File: src/rtl/xor_parity_bank.sv
// Parity bank: XOR2/XOR3 equations plus a four-stage XOR5 cascade, with optional
// enable-gated output registers cleared by an asynchronous active-high reset.
module xor_parity_bank #(
    parameter int unsigned OUT_REG = 1
) (
    input  logic clk,
    input  logic rst,
    input  logic en,
    input  logic i1,
    input  logic i2,
    input  logic i3,
    input  logic i4,
    input  logic i5,
    output logic o2,
    output logic o3,
    output logic o5,
    output logic q2,
    output logic q3,
    output logic q5
);

    logic w_t1;
    logic w_t2;
    logic w_t3;

    assign o2 = i1 ^ i2;
    assign o3 = i1 ^ i2 ^ i3;

    // o5 is built as a chain of 2-input stages rather than a reduction
    assign w_t1 = i1 ^ i2;
    assign w_t2 = w_t1 ^ i3;
    assign w_t3 = w_t2 ^ i4;
    assign o5   = w_t3 ^ i5;

    generate
        if (OUT_REG != 0) begin : g_reg
            logic r_q2;
            logic r_q3;
            logic r_q5;

            always_ff @(posedge clk or posedge rst) begin
                if (rst) begin
                    r_q2 <= 1'b0;
                    r_q3 <= 1'b0;
                    r_q5 <= 1'b0;
                end else if (en) begin
                    r_q2 <= o2;
                    r_q3 <= o3;
                    r_q5 <= o5;
                end
            end

            assign q2 = r_q2;
            assign q3 = r_q3;
            assign q5 = r_q5;
        end else begin : g_comb
            // clk/rst/en have no function in the bypass build
            logic w_unused;
            assign w_unused = clk ^ rst ^ en;

            assign q2 = o2;
            assign q3 = o3;
            assign q5 = o5;
        end
    endgenerate

endmodule

File: config.mk
export PLATFORM = sky130hd
export DESIGN_NAME = xor_parity_bank
export DESIGN_NICKNAME = d
export VERILOG_FILES = /design/src/rtl/xor_parity_bank.sv
export SDC_FILE = /design/constraint.sdc
export NUM_CORES = 1
export LEC_CHECK = 0
export ABC_AREA = 1
export CORE_AREA = 2 2 39 41
export DETAILED_ROUTE_END_ITERATION = 7
export DIE_AREA = 0 0 41 43
export GPL_TIMING_DRIVEN = 0
export HOLD_SLACK_MARGIN = 0.12
export PLACE_DENSITY_LB_ADDON = 0.05
export SLEW_MARGIN = 0
export SYNTH_ARGS = -nofsm -noshare
export SYNTH_HDL_FRONTEND = slang
export SYNTH_SLANG_ARGS = --single-unit
File: constraint.sdc
create_clock -name clk -period 0.8 [get_ports clk]
set_input_delay 0.16 -clock clk [delete_from_list [all_inputs] [get_ports clk]]
set_output_delay 0.16 -clock clk [all_outputs]
set_load 0.01 [all_outputs]
==> impl_metrics.json <==
{
  "finalSetupViolCount": 7,
  "drive_above_1_share": 0.645,
  "crit_path_max_incr_delay_ns": 0.12,
  "num-nets-final": 71,
  "fmax_mhz": 1030,
  "cts-root-buf": "clkbuf_4",
  "fin_crit_sh": 1.21,
  "crit_type": "in2out",
  "start_util": 0.156,
  "portBuffers": 13,
  "gp_congestion": 0.624,
  "detail-route-antenna-nets": 0,
  "maxSlewHeadroom": 0.897,
  "syn_avg_cell_area_sq_um": 6.56,
  "synth_nets": 41,
  "fin_ws_ns": -0.169,
  "cap_violations": 0,
  "via_count": 307,
  "post-route-min-period_ns": 0.969,
  "std_cell_rows": 14,
  "cts_tree": "yes",
  "ctsHtreeMaxLevel": 1,
  "yosysWarningCount": 0,
  "start_kind": "primary input",
  "required_ns": 0.64,
  "leakage_uw": 0.000296,
  "clk_latency_ns": 0.23,
  "vias_per_cell": 3.94,
  "grt_max_degree": 5,
  "antenna_found_initial": 0,
  "antenna_cells": 0,
  "yosysSeqAreaShare": 0.347,
  "outcome": "finished with violations",
  "rsz0062_at_grt": "true",
  "drc_errors": 0,
  "fin_util": 0.382,
  "die_y_microns": 43,
  "ys_ff_latch": 3,
  "syn_to_final_growth_pct": 144,
  "drt_wl_total_microns": 677,
  "cts.sinks": 3,
  "clockBufferDepth": 2,
  "grt_pass1_vias": 272,
  "drt_pass1_iterations": 3,
  "coreArea_sq_mm": 0.00138,
  "top_level_ports": 14,
  "path_cells": "buf_8 > inv_6 > nand2_4 > nand3_4 > nand2_4 > nand2_2 > nand2_1 > inv_1 > buf_2",
  "design_power_total_uw": 738,
  "dpl.hpwl_microns": 423,
  "tightest_slew_ns": 0.154,
  "syn_inst": 33,
  "worstSetupEndpointType": "output port",
  "r2r-start": "q5",
  "worst-path-max-fanout": 3,
  "hold_viol_final": 0,
  "grt-ovfl-total": 0,
  "synth_area_sq_um": 216,
  "irDropWorstVdd_v": 0.000327,
  "cp_common_cell": "nand2_4",
  "finalClockSkew_ns": 0,
  "numCtsBuffers": 3,
  "maxSlewViolCount": 0,
  "whs_ns": 0.345,
  "violations": "negative setup slack",
  "fin_tns_setup_ns": -0.680,
  "first_iter_violations": 4,
  "min_from": "i4",
  "dieArea_sq_mm": 0.00176,
  "chipWidth_microns": 41,
  "grt_pass1_wl_microns": 883,
  "dpl-instance-area_sq_um": 367,
  "clkTransAtPathRegs_ns": 0.04,
  "hold_path.class": "in2reg",
  "slowest_stage": "buf_2",
  "ys_types": 10,
  "wl_per_cell_microns": 8.68,
  "fillers": 149,
  "grt_use_total": 0.0741,
  "worstSetupStartpoint": "i1",
  "power.density_mw_per_mm2": 1400,
  "design_area_sq_um": 528,
  "crit_arrival_ns": 0.81
}
==> path summary, 6_finish.rpt <==
| path | to | slack, ns | cells after the start |
|---|---|---|---|
| max | o5 | -0.17 | 9 |
| min reg2reg | q2 | 0.54 | 2 |
| min | q5 | 0.35 | 7 |
| max reg2reg | q5 | -0.03 | 4 |
| max in group asynchronous | q2 | 0.04 | 3 |
| min in group asynchronous | q3 | 0.65 | 3 |
==> critical path: cells and delay by family <==
family	cells	cell delay, ns
and+or+nand+nor	5	0.32
buffers and inverters	4	0.33
==> state kept, by name, indices dropped and copies added, names as in the netlist <==
register  flops
q5            1
q3            1
q2            1
==> cell usage in the layout, fill, tap and decap left out <==
| master | synthesis | layout |
|---|---|---|
| a31oi_1 | 1 | 1 |
| buf_2 | 0 | 6 |
| buf_4 | 0 | 11 |
| buf_6 | 0 | 3 |
| buf_8 | 0 | 2 |
| clkbuf_1 | 0 | 1 |
| clkbuf_4 | 0 | 3 |
| clkdlybuf4s50_1 | 0 | 1 |
| dfrtp_1 | 3 | 3 |
| dlygate4sd2_1 | 0 | 1 |
| dlygate4sd3_1 | 0 | 1 |
| inv_1 | 8 | 5 |
| inv_2 | 1 | 2 |
| inv_6 | 0 | 2 |
| nand2_1 | 8 | 5 |
| nand2_2 | 4 | 3 |
| nand2_4 | 0 | 4 |
| nand3_1 | 2 | 1 |
| nand3_2 | 2 | 1 |
| nand3_4 | 0 | 2 |
| nor2_1 | 3 | 2 |
| nor2_2 | 0 | 1 |
| o21ai_1 | 0 | 1 |
==> synthesized netlist by cell type, drive strengths merged <==
cell type,count,area share
inv,9,0.16
nand3,4,0.14
nor2,3,0.052
a31oi,1,0.029
nand2,12,0.25
dfrtp,3,0.35
o21ai,1,0.023
==> cells by family (layout without fill, tap and decap cells) <==
logic type             after synthesis  after routing  share of synthesized area
and+or+nand+nor                     19             19                      0.445
buffers and inverters                9             38                      0.156
DFF                                  3              3                      0.347
AOI/OAI and AO/OA                    2              2                     0.0520
==> layer usage <==
layer,vias to the layer above,routed length [microns],part of all wire,track usage
met4,0,0,0,0.0600
met2,8,405,0.60,0.128
met1,144,230,0.34,0.0671
li1,155,-,-,-
met5,-,0,0,0
met3,0,42,0.062,0.0157
==> final cells by class <==
cell class,count,area (sq um),area share
Clock buffer,4,26.3,0.0498
Inverter,9,43.8,0.0829
Multi-Input combinational cell,21,158,0.299
Sequential cell,3,75.1,0.142
Tap cell,16,20.0,0.0379
Timing Repair Buffer,25,205,0.389
==> report_power, final <==
part	internal, uW	total (uW)	switching, uW
combinational	164	294	130
sequential	171	180	9.16
clock	187	264	77.2
total	522	738	217
==> what timing repair did <==
| action | 4_1_cts | 5_1_grt |
|---|---|---|
| pin swaps | 7 | 10 |
| cloned | 0 | 0 |
| setup endpoints to repair | 8 | 11 |
| endpoints found under the hold margin | 3 | 0 |
| resized for setup | 54 | 18 |
| buffers inserted | 9 | 2 |
| hold buffers | 1 | 0 |
==> per-stage QoR <==
| step | cells | setup WS [ns] |
|---|---|---|
| 2_1_floorplan | 33 | 0.0590 |
| 3_3_place_gp | 62 | -1.00 |
| 3_5_place_dp | 62 | -1.02 |
| 4_1_cts | 76 | -0.168 |
| 5_1_grt | 78 | -0.223 |
| 6_report | 78 | -0.169 |
(Power assumes the default switching activity.)
